--- src/rtl/reg_write_arbiter_pkg.sv ---
// Shared constants and write-buffer state encoding for the register write arbiter.
package reg_write_arbiter_pkg;

  localparam int unsigned DEF_WIDTH    = 16;
  localparam int unsigned DEF_NUM_REQ  = 4;
  localparam int unsigned DEF_NUM_REGS = 16;

  typedef enum logic [1:0] {
    ST_EMPTY = 2'd0,
    ST_WRITE = 2'd1,
    ST_STALL = 2'd2
  } wr_state_e;

  // WRITE and STALL share the same stored "full" bit; the hold input picks between them.
  function automatic wr_state_e decode_state(input logic full, input logic hold);
    if (!full)     return ST_EMPTY;
    else if (hold) return ST_STALL;
    else           return ST_WRITE;
  endfunction

endpackage

--- src/rtl/reg_write_arbiter_rr_arbiter.sv ---
// Round-robin one-hot grant: search starts at I_PTR and wraps modulo P_N.
module rr_arbiter #(
  parameter  int unsigned P_N = 4,
  localparam int unsigned PW  = (P_N > 1) ? $clog2(P_N) : 1
) (
  input  logic [P_N-1:0] I_REQ,
  input  logic [PW-1:0]  I_PTR,
  input  logic           I_EN,
  output logic [P_N-1:0] O_GRANT
);

  logic          found;
  logic [PW-1:0] idx;

  always_comb begin
    O_GRANT = '0;
    found   = 1'b0;
    idx     = '0;
    for (int unsigned off = 0; off < P_N; off++) begin
      idx = PW'((32'(I_PTR) + off) % P_N);
      if (I_EN && !found && I_REQ[idx]) begin
        O_GRANT[idx] = 1'b1;
        found        = 1'b1;
      end
    end
  end

endmodule

--- src/rtl/reg_write_arbiter.sv ---
// Arbitrates requester writes into a one-entry buffer that drives a shared register write port.
module reg_write_arbiter
  import reg_write_arbiter_pkg::*;
#(
  parameter  int unsigned P_WIDTH    = DEF_WIDTH,
  parameter  int unsigned P_NUM_REQ  = DEF_NUM_REQ,
  parameter  int unsigned P_NUM_REGS = DEF_NUM_REGS,
  localparam int unsigned AW         = (P_NUM_REGS > 1) ? $clog2(P_NUM_REGS) : 1,
  localparam int unsigned GW         = $clog2(P_NUM_REQ)
) (
  input  logic                         I_CLK,
  input  logic                         I_NRESET,
  input  logic [P_NUM_REQ-1:0]         I_REQ_VALID,
  input  logic [P_NUM_REQ*AW-1:0]      I_REQ_ADDR,
  input  logic [P_NUM_REQ*P_WIDTH-1:0] I_REQ_DATA,
  input  logic                         I_HOLD,
  output logic [P_NUM_REQ-1:0]         O_REQ_READY,
  output logic [P_NUM_REGS-1:0]        O_WR_EN,
  output logic [P_WIDTH-1:0]           O_WR_DATA,
  output logic [GW-1:0]                O_GRANT_ID,
  output logic                         O_BUSY
);

  wr_state_e              state;
  logic                   full_q, full_d;
  logic [AW-1:0]          addr_q;
  logic [P_WIDTH-1:0]     data_q;
  logic [GW-1:0]          gid_q, ptr_q, ptr_d;
  logic                   accept, xfer;
  logic [P_NUM_REQ-1:0]   grant;
  logic [GW-1:0]          grant_idx;
  logic [AW-1:0]          sel_addr;
  logic [P_WIDTH-1:0]     sel_data;

  // Reset gates acceptance so no ready strobe escapes while held in reset.
  always_comb begin
    state  = decode_state(full_q, I_HOLD);
    accept = I_NRESET && (state != ST_STALL);
  end

  rr_arbiter #(.P_N(P_NUM_REQ)) u_rr (
    .I_REQ   (I_REQ_VALID),
    .I_PTR   (ptr_q),
    .I_EN    (accept),
    .O_GRANT (grant)
  );

  always_comb begin
    grant_idx = '0;
    sel_addr  = '0;
    sel_data  = '0;
    for (int unsigned i = 0; i < P_NUM_REQ; i++) begin
      if (grant[i]) begin
        grant_idx = GW'(i);
        sel_addr  = I_REQ_ADDR[i*AW +: AW];
        sel_data  = I_REQ_DATA[i*P_WIDTH +: P_WIDTH];
      end
    end
    xfer  = |grant;
    ptr_d = (32'(grant_idx) == P_NUM_REQ - 1) ? '0 : grant_idx + GW'(1);
  end

  always_comb begin
    full_d  = full_q;
    O_WR_EN = '0;
    case (state)
      ST_EMPTY: full_d = xfer;
      ST_WRITE: begin
        full_d = xfer;
        // Out-of-range addresses match no register and simply drain.
        for (int unsigned r = 0; r < P_NUM_REGS; r++)
          O_WR_EN[r] = (addr_q == AW'(r));
      end
      ST_STALL: full_d = 1'b1;
      default:  full_d = 1'b0;
    endcase
  end

  always_ff @(posedge I_CLK or negedge I_NRESET) begin
    if (!I_NRESET) begin
      full_q <= 1'b0;
      addr_q <= '0;
      data_q <= '0;
      gid_q  <= '0;
      ptr_q  <= '0;
    end else begin
      full_q <= full_d;
      if (xfer) begin
        addr_q <= sel_addr;
        data_q <= sel_data;
        gid_q  <= grant_idx;
        ptr_q  <= ptr_d;
      end
    end
  end

  assign O_REQ_READY = grant;
  assign O_WR_DATA   = data_q;
  assign O_GRANT_ID  = gid_q;
  assign O_BUSY      = full_q;

endmodule

--- config.mk ---
export PLATFORM = sky130hd
export DESIGN_NAME = reg_write_arbiter
export DESIGN_NICKNAME = d
export VERILOG_FILES = /design/src/rtl/reg_write_arbiter_pkg.sv /design/src/rtl/reg_write_arbiter_rr_arbiter.sv /design/src/rtl/reg_write_arbiter.sv
export SDC_FILE = /design/constraint.sdc
export NUM_CORES = 1
export LEC_CHECK = 0
export CAP_MARGIN = 20
export CELL_PAD_IN_SITES_DETAIL_PLACEMENT = 0
export CELL_PAD_IN_SITES_GLOBAL_PLACEMENT = 1
export CORE_UTILIZATION = 26
export DETAILED_ROUTE_END_ITERATION = 16
export MAX_ROUTING_LAYER = met4
export PLACE_DENSITY = 0.78
export RECOVER_POWER = 100
export SLEW_MARGIN = 25
export SYNTH_ARGS = -nofsm -noshare
export SYNTH_HDL_FRONTEND = slang
export SYNTH_SLANG_ARGS = --single-unit
--- constraint.sdc ---
create_clock -name I_CLK -period 4.2 [get_ports I_CLK]
set_clock_uncertainty 0.15 [all_clocks]
set_input_delay 0.42 -clock I_CLK [delete_from_list [all_inputs] [get_ports I_CLK]]
set_output_delay 0.42 -clock I_CLK [all_outputs]
set_load 0.02 [all_outputs]
==> results of run 1 <==
## sequential cells by signal, summed over array words and instances (netlist names)
register,flops
O_WR_DATA,16
addr_q,4
O_GRANT_ID,2
ptr_q,2
O_BUSY,1
## cells by family after synthesis
logic type	Yosys count	synth area share, %
AND/OR/NAND/NOR	49	11.48
AO/OA/AOI/OAI	97	37.20
multiplexers	4	3.355
buffers and inverters	64	14.42
adder cells (fa/ha/maj)	7	4.120
flip-flops	25	29.43
## metrics by stage
step	cell area, um^2	hold slack, ns	power, uW	utilization [%]	cells
2_1_floorplan	2126	-0.02559	2027	-	246
3_3_place_gp	3473	0.3214	2534	44.49	468
3_5_place_dp	3473	0.3318	2564	44.49	468
4_1_cts	3520	0.3605	2730	45.08	472
5_1_grt	3510	0.3688	2882	44.95	472
6_report	3510	0.3482	2639	44.95	472
## cell type report
type                    count  area, um^2  area share [%]
clock buffers               3       41.29           1.176
flip-flops and latches     25       625.6           17.83
well taps                 102       127.6           3.636
repair buffers            137        1331           37.93
multi-input cells         157        1202           34.26
inverters                  47       176.4           5.027
clock inverters             1       5.005          0.1426
## how the worst min path moves through the flow
stage                        from            end  cells after the start
floorplan                I_NRESET         O_BUSY                      0
finish              O_GRANT_ID[0]  O_GRANT_ID[0]                      1
global route        O_GRANT_ID[0]  O_GRANT_ID[0]                      1
global placement    O_GRANT_ID[0]  O_GRANT_ID[0]                      1
detailed placement  O_GRANT_ID[0]  O_GRANT_ID[0]                      1
CTS                 O_GRANT_ID[0]  O_GRANT_ID[0]                      1
## power groups by stage
stage          clock, uW  sequential (uW)  combinational, uW
2_1_floorplan          0              592               1430
3_3_place_gp           0              473               2060
3_5_place_dp           0              473               2090
4_1_cts              159              471               2100
5_1_grt              167              483               2230
6_report             149              465               2030
## critical path: cells and delay by family, from the launching register on
kind / cells / cell delay (ns)
buffers and inverters: 2 / 0.81
muxes: 1 / 0.64
AOI/OAI and AO/OA: 2 / 0.58
DFF: 1 / 0.36
adders and majority gates: 1 / 0.35
and+or+nand+nor: 1 / 0.34
## routing by layer
| metal | vias up | global-route usage (%) | share of wire, % |
|---|---|---|---|
| li1 | 1126 | - | - |
| met2 | 96 | 27.72 | 50 |
| met1 | 1058 | 20.53 | 43 |
| met3 | 8 | 2.135 | 5.8 |
| met4 | 0 | 4.688 | 1.3 |
| met5 | - | - | 0 |
## placed cells by master (no fill, tap or decap), types with 3 or more instances in the layout
cell and instances:
buf_4 9, clkdlybuf4s50_1 85, inv_1 47, nand2_1 15, nor2_1 17, dlygate4sd3_1 40
a21oi_1 15, a22o_1 20, a21oi_2 27, a221oi_1 20, clkbuf_8 3, nor3_1 6
dfrtp_1 25, ha_1 7
==> flow_results.org, run 1 <==
** Detailed routing
- Final ANT Viol Nets :: 0
- Via Count :: 2288
- After detailed routing, the total wire length is 6926 um.
- Number of optimization iterations in the first detailed-route pass :: 4
- Dividing the detail-routed via count by the number of cells gives 4.847.
- DRC marker count from the first detailed-route iteration :: 92
- For this run, design rule violations remaining after detail routing come to 0.
- After detailed routing, the average wire length per cell comes to 14.67 um.

** Timing
- For the pin with the worst max-slew slack, the measured transition is 1.468 ns.
- Setup repair after global routing left no endpoint under its margin.
- Final WS setup :: 0.2835 ns
- Maximum clock frequency :: 255.3 MHz
- After layout, the worst path uses 93.25% of the clock period.
- Worst slew slack as a fraction of its limit :: 2.123%
- The final-report hold violation count was 0.
- Setup total negative slack on the finished layout was measured at 0 ns.
- Number of endpoints failing setup at the final stage :: 0
- Final Critical Period :: 3.917 ns
- Pins over their slew limit :: 0

** Floorplan
- The core region is 0.007807 mm^2.
- Number of core rows :: 32
- The die covers 0.008541 mm^2.
- Initial core utilization :: 27.23%
- Chip Width :: 92.42 um
- Top-level I/O count :: 126
- Die Ht :: 92.42 um

** Clock tree
- The longest clock path from root to sink contains 2 buffers.
- TritonCTS Buffers :: 3
- After clock tree synthesis, the clock-pin slew on the worst setup and hold paths is 0.10 ns.
- Count of H-tree levels built during CTS :: 1
- Post-CTS Setup Repair Bufs :: 0
- At the later pin of the worst-skew pair, clock insertion delay measures 0.27 ns.
- Post-cts gate resize count :: 0
- TritonCTS clock tree :: yes
- For this design, the sink count on the clock tree is 25.
- After clock tree synthesis, the flow added hold-fix buffers numbering 0.
- The cell sitting at the root of the clock tree is a clkbuf_8.

** Power and ir drop
- Power per standard cell area :: 752.0 mW/mm^2
- Peak supply drop :: 404.6 uV
- The internal portion of the total power is 1366 uW.
- Of the total power, the clock network draws 5.6%.
- Of the total power, combinational logic draws 76.7%.
- Net switching power figure :: 1274 uW
- LEAKAGE :: 0.001586 uW
- Net switching is 48.26% of the power.
- Sequential Power Share :: 17.6%

** GRT
- Aggregate global routing overflow :: 0
- Number of global-route vias before repair :: 2251
- Antenna violations before repair :: 0
- Total Routing Usage GR :: 16.43%
- The first global-routing pass estimated 10870 um of wire.
- Entering global routing, the biggest net connects 27 pins.

** Worst setup path
- CP endpoint :: O_REQ_READY[1]
- Startpoint types :: flip-flop
- Critical path required time :: 3.63 ns
- Crit path DAT :: 3.35 ns
- Internal reg-to-reg setup slack :: 0.40 ns
- Biggest cell delay along the critical path :: 0.72 ns
- Destination of the worst register-to-register timing path :: O_WR_DATA[14]
- Type of the setup path with the least slack :: flip-flop to primary output
- Of all nets on the critical path, the largest fanout is 6.
- Number of cells on the worst reg-to-reg path :: 9
- Standard cell with the maximum stage delay on the critical path :: dlygate4sd3_1
- Critical path launch point :: ptr_q[1]
- Worst-path cell chain :: inv_1 -> ha_1 -> mux4_1 -> or2_2 -> a211oi_2 -> a221o_2 -> dlygate4sd3_1
- The worst setup path is captured at a primary output.
- Source of the worst register-to-register timing path :: ptr_q[1]

** Worst hold path
- The min-delay analysis places its worst path in the category flip-flop to flip-flop.

** Yosys
- Counting distinct cell types in the post-synthesis netlist gives 39.
- Most numerous cell in the Yosys netlist :: inv_1
- After synthesis the cells add up to 0.002126 mm^2.
- Most numerous cell types in the synthesized netlist :: 47 x inv_1, 27 x a21oi_2, 25 x dfrtp_1
- Share of the synthesized area in the top cell type :: 29.43%
- Dividing the synthesized area by the synthesized cell count gives 8.641 um^2.
- The synthesized design contains 0 enable-type register cells.
- Sequential cells were found to cover 29.43% of the synthesized design area.
- During synthesis, Yosys emitted a total of 0 warnings.
- Ranked by total cell area, the synthesized netlist is headed by dfrtp_1 29%, a21oi_2 11%, inv_1 8.3%.
- Flip-flop cell with the highest count after synthesis :: dfrtp_1
- The largest total area in the synthesized netlist belongs to dfrtp_1.
- Nets in the synthesized netlist :: 340
- After synthesis the netlist holds a flip-flop and latch count of 25.
- Counting flops with an async set or reset pin after synthesis yields a share of 100.0%.
- Cells after synthesis :: 246

** Final layout
- Relative to the synthesized area, the layout overhead comes to 65.10%.
- Layout cells sized above 1 :: 14.59%
- 0 antenna diodes ended up in the layout.
- Final #Nets :: 465
- After filler insertion, the fill cell instance count of the layout stands at 794.

** Placed design
- GPL Wtd Cong :: 0.8336
- Post-DP HPWL :: 5332 um
- Timing analysis after detailed placement gives a worst setup slack of 0.3071 ns.
- Port-buffer cells :: 125

** Run
- Max-cap violation count :: 0

** Run status
- The run finished with clean final reports.
No activity file was read; power rests on OpenSTA's default activity.
==> run 2: changes to the inputs <==
--- a/config.mk
+++ b/config.mk
@@ -11,7 +11,7 @@
 export CORE_UTILIZATION = 26
 export DETAILED_ROUTE_END_ITERATION = 16
 export MAX_ROUTING_LAYER = met4
-export PLACE_DENSITY = 0.78
+export PLACE_DENSITY_LB_ADDON = 0.15
 export RECOVER_POWER = 100
 export SLEW_MARGIN = 25
 export SYNTH_ARGS = -nofsm -noshare
==> run 2 against run 1 <==
Net effect:
- the run now ends with max-capacitance violations, max-slew violations left
- sequential cell count stayed put
- largest power group unchanged
- critical path depth did not move
- sequential power about the same
- combinational power is 2% lower
==> flow_results.org, run 2 (synthesized netlist as in run 1, its figures left out) <==
** Final layout
- Final #Nets :: 465 (unchanged)
- Final antenna diode count :: 0 (unchanged)
- The flip-flop count of the largest register, all copies and words added came to 16 (unchanged).
- Relative to the synthesized area, the layout overhead comes to 64.45%.
- Commonest cells after routing, fill and taps aside :: 86 x clkdlybuf4s50_1, 47 x inv_1, 39 x dlygate4sd3_1
- Commonest non-fill, non-tap cell in the layout :: clkdlybuf4s50_1
- The final-layout fill cell count was 791 (-0.38%).
- Layout cells sized above 1 :: 13.78% (-0.81 points)
- The final standard cell utilization of the core was 44.78% (-0.18 points).

** GRT
- The number of global-route vias before repair is 2235 (-0.71%).
- The global-route wire length before repair is 11270 um (+3.6%).
- The initial antenna violation count was 0 (unchanged).
- Total Routing Usage GR :: 16.98% (+0.55 points)
- Aggregate global routing overflow :: 0 (unchanged)
- Largest net degree at the start of global routing :: 32 (+19%)

** Timing
- Final Critical Period :: 3.911 ns (-0.005441 ns)
- The setup TNS after final layout was 0 ns (unchanged).
- The number of pins with negative max-slew slack in the final report is 26 (+26).
- Maximum clock frequency :: 255.7 MHz (+0.14%)
- Worst slew slack as a fraction of its limit :: -0.5607% (-2.7 points)
- Final worst path period share :: 93.12% (-0.13 points)
- Number of endpoints failing setup at the final stage :: 0 (unchanged)
- Slew @ Worst Pin :: 1.508 ns (+0.04025 ns)
- Setup repair after global routing missed its margin :: no
- The final-report hold violation count was 0 (unchanged).

** Clock tree
- The source-to-sink clock delay at the later pin of the worst-skew pair was 0.27 ns (about the same).
- Post-cts gate resize count :: 0 (unchanged)
- Post-CTS Setup Repair Bufs :: 0 (unchanged)
- Count of H-tree levels built during CTS :: 1 (unchanged)
- Number of buffers between clock root and the deepest sink :: 2 (unchanged)
- TritonCTS clock tree :: yes
- Number of sinks driven by the clock tree :: 25 (unchanged)
- The number of clock buffers inserted by TritonCTS was 3 (unchanged).
- The number of hold-repair buffers added at the cts stage came to 0 (unchanged).
- The clock-pin slew on the worst setup and hold paths is 0.10 ns (about the same).
- Root Buffer Master :: clkbuf_8

** Worst setup path
- Source of the worst register-to-register timing path :: ptr_q[0]
- The arrival time at the worst endpoint is 3.34 ns (about the same).
- Worst-path cell chain :: inv_1 -> ha_1 -> mux4_1 -> or2_2 -> a211oi_2 -> a221o_1 -> clkdlybuf4s50_1
- Top fanout value on the critical path :: 6 (unchanged)
- Broken down by cell family, the worst path's largest delay share belongs to buffers and inverters.
- Number of cells on the worst reg-to-reg path :: 9 (unchanged)
- Destination of the worst register-to-register timing path :: addr_q[0]
- STA classifies the critical path endpoint as a primary output.
- The worst setup path is launched from a flip-flop.
- Biggest cell delay along the critical path :: 0.66 ns (-0.06 ns)
- Standard cell with the maximum stage delay on the critical path :: clkdlybuf4s50_1
- The reg-to-reg setup timing slack is 0.37 ns (-0.03 ns).
- The required time at the endpoint of the critical path came to 3.63 ns (about the same).
- The critical path is of the flip-flop to primary output type.
- The worst path buffer plus inverter count is 2 (unchanged).

** Detailed routing
- DRC marker count from the first detailed-route iteration :: 38 (-59%)
- Residual DRC :: 0 (unchanged)
- The number of detailed-routing iterations run before antenna repair is 4 (unchanged).
- Via Count :: 2269 (-0.83%)
- Routed len/inst :: 15.26 um (+4.0%)
- The antenna violation net count after detailed routing is 0 (unchanged).
- The number of vias per cell after detailed routing is 4.807 (-0.83%).
- Aggregate routed wire length :: 7203 um (+4.0%)

** Power and ir drop
- LEAKAGE :: 0.001584 uW (-0.12%)
- Power per standard cell area :: 747.8 mW/mm^2 (-0.56%)
- The post-layout total power is 2614 uW (-0.95%).
- The portion of total power attributed to combinational logic is 76.3% (-0.4 points).
- The net switching fraction of the power is 48.12% (-0.14 points).
- The internal power component is 1356 uW (-0.68%).
- The part of the total power dissipated in sequential elements came to 17.9% (+0.3 points).
- The net switching power was 1258 uW (-1.2%).
- The worst supply voltage drop on vdd came to 403.7 uV (-0.23%).
- Clk pwr share :: 5.8% (+0.2 points)

** Worst hold path
- In this run the worst hold path is classified as flip-flop to flip-flop.
- The worst hold path begins at O_GRANT_ID[0].
- Hold Crit Endpoint :: O_GRANT_ID[0]
- The worst hold path stage count came to 1 (unchanged).

** Placed design
- GPL Wtd Cong :: 0.8063 (-3.3%)
- Post-DP HPWL :: 5220 um (-2.1%)
- The count of buffers inserted at the top-level ports came to 125 (unchanged).

** Floorplan
- The starting density of the core was 27.23% (unchanged).
- Total die area :: 0.008541 mm^2 (unchanged)
- Die Ht :: 92.42 um (unchanged)
- The I/O pin total is 126 (unchanged).
- The x dimension of the die is 92.42 um (unchanged).
- The core area is 0.007807 mm^2 (unchanged).
- Number of core rows :: 32 (unchanged)

** Run status
- The final reports fail on max-capacitance violations, max-slew violations.
- Outcome :: complete, but fails checks

** Run
- Max-cap violation count :: 1 (+1)
==> run 2: routing by layer <==
layer,part of all wire [%],routed length (um),up-vias,track usage (%)
li1,-,-,1132,-
met5,0,0,-,-
met3,6.0,429,2,2.217
met4,0.21,15,0,2.344
met2,45,3269,84,26.85
met1,48,3488,1051,23.64
==> run 2: power by group through the flow <==
stage	registers (uW)	clock network, uW	logic (uW)
4_1_cts	473	158	2090
6_report	468	152	1990
2_1_floorplan	592	0	1430
3_3_place_gp	475	0	2080
3_5_place_dp	474	0	2080
5_1_grt	488	167	2170
==> run 2: area by class of cell <==
| cell class | instances | area, um^2 | area share, % |
|---|---|---|---|
| clock inverters | 1 | 5.005 | 0.1432 |
| inverters | 47 | 176.4 | 5.047 |
| well taps | 102 | 127.6 | 3.651 |
| multi-input cells | 157 | 1187 | 33.97 |
| flip-flops and latches | 25 | 625.6 | 17.90 |
| clock buffers | 3 | 41.29 | 1.181 |
| repair buffers | 137 | 1333 | 38.12 |
==> run 2: worst max path at each step <==
stage,depth (start not counted),startpoint,to,slack (ns)
finish,7,ptr_q[0],O_REQ_READY[2],0.29
global placement,8,I_REQ_VALID[1],addr_q[2],0.38
global route,7,ptr_q[0],O_REQ_READY[2],0.08
floorplan,9,ptr_q[0],O_REQ_READY[3],0.78
CTS,7,ptr_q[0],O_REQ_READY[2],0.29
detailed placement,8,I_REQ_VALID[1],O_WR_DATA[3],0.28
==> run 2: worst register-to-register path, delay by kind of cell, from the launching register on <==
kind            cells  cell delay [ns]
compound gates      4             0.96
fa+ha+maj           1             0.36
buf+inv             1             0.10
flops               1             0.36
mux                 1             0.63
simple gates        2             1.19
==> run 2: per-stage QoR <==
stage	instance area, um^2	std cells	hold WS [ns]	setup slack, ns
2_1_floorplan	2126	246	-0.02559	0.7794
3_3_place_gp	3473	468	0.3192	0.3768
3_5_place_dp	3473	468	0.3269	0.2791
4_1_cts	3520	472	0.3623	0.2868
5_1_grt	3496	472	0.4057	0.08297
6_report	3496	472	0.3529	0.2889
==> variant 1, RTL diff (settings of run 1) <==
Change the package constant `DEF_NUM_REQ` from 4 to 8.
--- a/src/rtl/reg_write_arbiter_pkg.sv
+++ b/src/rtl/reg_write_arbiter_pkg.sv
@@ -4,3 +4,3 @@
   localparam int unsigned DEF_WIDTH    = 16;
-  localparam int unsigned DEF_NUM_REQ  = 4;
+  localparam int unsigned DEF_NUM_REQ  = 8;
   localparam int unsigned DEF_NUM_REGS = 16;
Ports: changed (5 resized); port bits go from 126 to 215. No check against the original RTL was run, so the function may have changed too.
==> variant 1 against run 1 <==
  * Critical path depth grew 4
  * Sequential cell count grew 2
  * Worst hold slack lost 0.014 ns
  * Largest power group unchanged
  * Clock power grew 59%
  * Register-to-register slack lost 0.22 ns
  * Largest cell class is now multi-input gates
  * Setup slack lost 0.13 ns
  * Power grew 110%
  * Cell count grew 110%
  * Critical path type unchanged
  * The flow now finishes with violations (max-capacitance violations, max-slew violations)
  * Wire length grew to 3.3 times the old value
  * Final area grew 110%
  * Synthesized area grew 96%
==> variant 1: results <==
[worst_setup_path]
r2r-start = "ptr_q[0]$_DFFE_PN0P_"
arrival_ns = 3.48
crit_fanout = 8
regToRegSetupSlack_ns = 0.18

[placed_design]
place_inst = 988
preCtsSetupSlack_ns = -0.139
portBuffers = 214
place.gp.congestion = 0.964

[clock_tree]
clk_pin_slew_worst_paths_ns = 0.07

[routing]
viasPerCell = 5.67
dr_wl_met2_um = 10800
wl_met1_um = 9560

[synth]
netlist_instances = 526
synth-compound-area-share_pct = 41.5
syn-num-nets = 705
yosys.area_share.xor_xnor_pct = 1.47
synth_common_cells = "nand2_1 (49), clkbuf_1 (38), a21oi_1 (31)"

[grt]
grt_pass1_vias = 5749
grt_use_met1_pct = 33.8
grt_use_total_pct = 27.4
grt_first_pass_wirelength_um = 33300

[status]
status = "finished, violations left"
violations = "max-capacitance violations, max-slew violations"

[final_layout]
instances_no_fill = 1002
nets = 971

[run]
drv_cap = 1

[power_and_ir_drop]
p_leak_nw = 2.89

[timing]
final_max_slew_viol_count = 28
whs_ns = 0.334

[min_path]
min-delay-start = "O_GRANT_ID[1]$_DFFE_PN0P_"
-- variant 1: worst max-delay path by stage --
stage,start,endpoint,slack (ns)
global placement,I_REQ_VALID[6],ptr_q[2]$_DFFE_PN0P_,-0.12
finish,ptr_q[0]$_DFFE_PN0P_,O_REQ_READY[5],0.15
CTS,ptr_q[1]$_DFFE_PN0P_,O_REQ_READY[2],0.01
floorplan,ptr_q[0]$_DFFE_PN0P_,ptr_q[2]$_DFFE_PN0P_,0.01
detailed placement,I_REQ_VALID[6],ptr_q[2]$_DFFE_PN0P_,-0.14
global route,ptr_q[0]$_DFFE_PN0P_,O_WR_DATA[9]$_DFFE_PN0P_,0.002
-- variant 1: layout make-up --
type / instances / area [um^2]
well taps: 211 / 264
flip-flops and latches: 27 / 676
clock buffers: 4 / 78.8
multi-input cells: 439 / 3290
fillers: 1569 / 8200
inverters: 10 / 37.5
repair buffers: 311 / 2880
-- variant 1: critical path: stages, from the launching register on --
cell           delay [ns]
dfrtp_1              0.41
inv_2                0.07
ha_4                 0.28
buf_12               0.12
mux2_2               0.33
mux2_4               0.30
mux2i_4              0.17
or4b_1               0.45
buf_4                0.19
nor3b_4              0.22
or3_1                0.28
dlygate4sd2_1        0.38
-- variant 1: stage by stage --
stage	util, %	power [mW]
floorplan	-	3.36
global placement	46.3	5.37
detailed placement	46.3	5.36
CTS	46.9	5.63
global route	46.8	5.88
finish	46.8	5.53
-- variant 1: repair_timing --
item | in CTS | in global routing
hold buffers | 0 | 0
gates resized for setup | 6 | 9
setup endpoints to repair | 7 | 8
buffers inserted | 2 | 8
pin swaps | 1 | 5
-- variant 1: where the power goes --
group | internal [mW] | switching, mW
Sequential | 0.406 | 0.0949
Clock | 0.131 | 0.106
Combinational | 2.18 | 2.61
==> variant 2, RTL diff (config.mk and constraints of run 1) <==
Made on the original files. Make the reset (`I_NRESET`) synchronous in one clocked block.
--- a/src/rtl/reg_write_arbiter.sv
+++ b/src/rtl/reg_write_arbiter.sv
@@ -78,3 +78,3 @@
 
-  always_ff @(posedge I_CLK or negedge I_NRESET) begin
+  always_ff @(posedge I_CLK) begin
     if (!I_NRESET) begin
Function: differs if I_NRESET is asserted again (counterexample within 4 cycles, from zero or initial values and one cycle with I_NRESET low); with I_NRESET held inactive, the same outputs for 4 cycles.
==> variant 2 against run 1 <==
  * Sequential cell count did not move
  * Sequential share of layout area fell by 3.4 points
  * Synthesized area barely moved
  * Critical endpoint unchanged
  * Via count rose by 3.6%
  * Power fell by 27%
  * Wire length rose by 9.1%
  * Final area fell by 1.5%
  * Setup slack got worse by 0.048 ns
==> variant 2: results <==
[worst_setup_path]
arrival_ns = 3.39
max_stage_delay_ns = 0.55
reg2reg_depth = 10
crit_fanout = 25
crit_slowest_cell = "mux4_2"
crit_family = "buffers and inverters"

[status]
status = "finished clean"

[final_layout]
n_antenna_cell = 0
largest_register_ffs = 16
nets = 455
drive_above_1_share_pct = 13.3
n_fill_cell = 802
fin_area_um2 = 3460

[grt]
grt_pass1_vias = 2382
grt_first_pass_wirelength_um = 11900
grt_use_total_pct = 17.9
antenna_found_initial = 0
grt_start_max_net_pins = 28

[synth]
seq_area_frac_synth_pct = 23.6
synth_common_cells = "nor2_1 (29), dfxtp_1 (25), a21oi_1 (17), a22oi_1 (17), nand2_1 (16)"
yosysUniqueCellTypes = 48
synthTopCellsByArea = "dfxtp_1 (24%), a221oi_2 (7.1%), a22oi_1 (6.0%)"
syn-num-nets = 336
async_reset_ff_share_pct = 0
yosysWarnings = 0

[placed_design]
portBuffers = 125
dp_hpwl_um = 5570
place_area_um2 = 3430
place.gp.congestion = 0.749

[power_and_ir_drop]
ir_drop_v = 0.000254
p_leak_nw = 1.38

[clock_tree]
post_cts_buffers = 0
clock_latency_ns = 0.27
cts-root-buf = "clkbuf_8"
ctsHtreeMaxLevel = 1
clockBufferDepth = 2
post_cts_resized = 0
clk_pin_slew_worst_paths_ns = 0.09
cts_buffers = 3

[routing]
wirelength_um = 7560
dr.first_iter.drc_count = 108
dr.pass1.iters = 4
viasPerCell = 5.13

[min_path]
min_path_type = "reg -> reg"
hold_depth = 2

[timing]
tightestPinTransition_ns = 1.00
variant 2: logic make-up after synthesis:
family / synth area share (%)
fa+ha+maj: 4.12
buf+inv: 7.72
compound gates: 38.4
mux: 4.24
flops: 23.6
simple gates: 22.0
variant 2: worst paths after layout:
check,start,end,slack (ns)
worst max-delay path,ptr_q[1]$_SDFFE_PN0P_,O_REQ_READY[1],0.24
worst min register to register,O_GRANT_ID[1]$_SDFFE_PN0P_,O_GRANT_ID[1]$_SDFFE_PN0P_,0.37
worst max register to register,ptr_q[1]$_SDFFE_PN0P_,addr_q[2]$_SDFFE_PN0P_,0.40
worst min-delay path,O_GRANT_ID[1]$_SDFFE_PN0P_,O_GRANT_ID[1]$_SDFFE_PN0P_,0.37
variant 2: stage by stage:
stage          std cells  setup WS, ns
2_1_floorplan        242          1.11
3_3_place_gp         458         0.527
3_5_place_dp         458         0.432
4_1_cts              462         0.111
5_1_grt              462        0.0706
6_report             462         0.236
variant 2: report_power, final:
part | switching (mW) | internal (mW) | total [mW]
clock | 0.0848 | 0.0681 | 0.153
sequential | 0.0540 | 0.317 | 0.371
combinational | 0.802 | 0.609 | 1.41
total | 0.941 | 0.995 | 1.94
variant 2: layout make-up:
type / count / area share, %
multi-input cells: 192 / 41.9
repair buffers: 132 / 37.7
flip-flops and latches: 25 / 14.5
well taps: 102 / 3.69
clock buffers: 4 / 1.30
inverters: 7 / 0.977
variant 2: layer usage:
| metal | wire [um] | GRT usage, % |
|---|---|---|
| met5 | 0 | - |
| met4 | 26 | 2.86 |
| met2 | 3820 | 30.7 |
| met1 | 3330 | 22.5 |
| met3 | 389 | 2.55 |
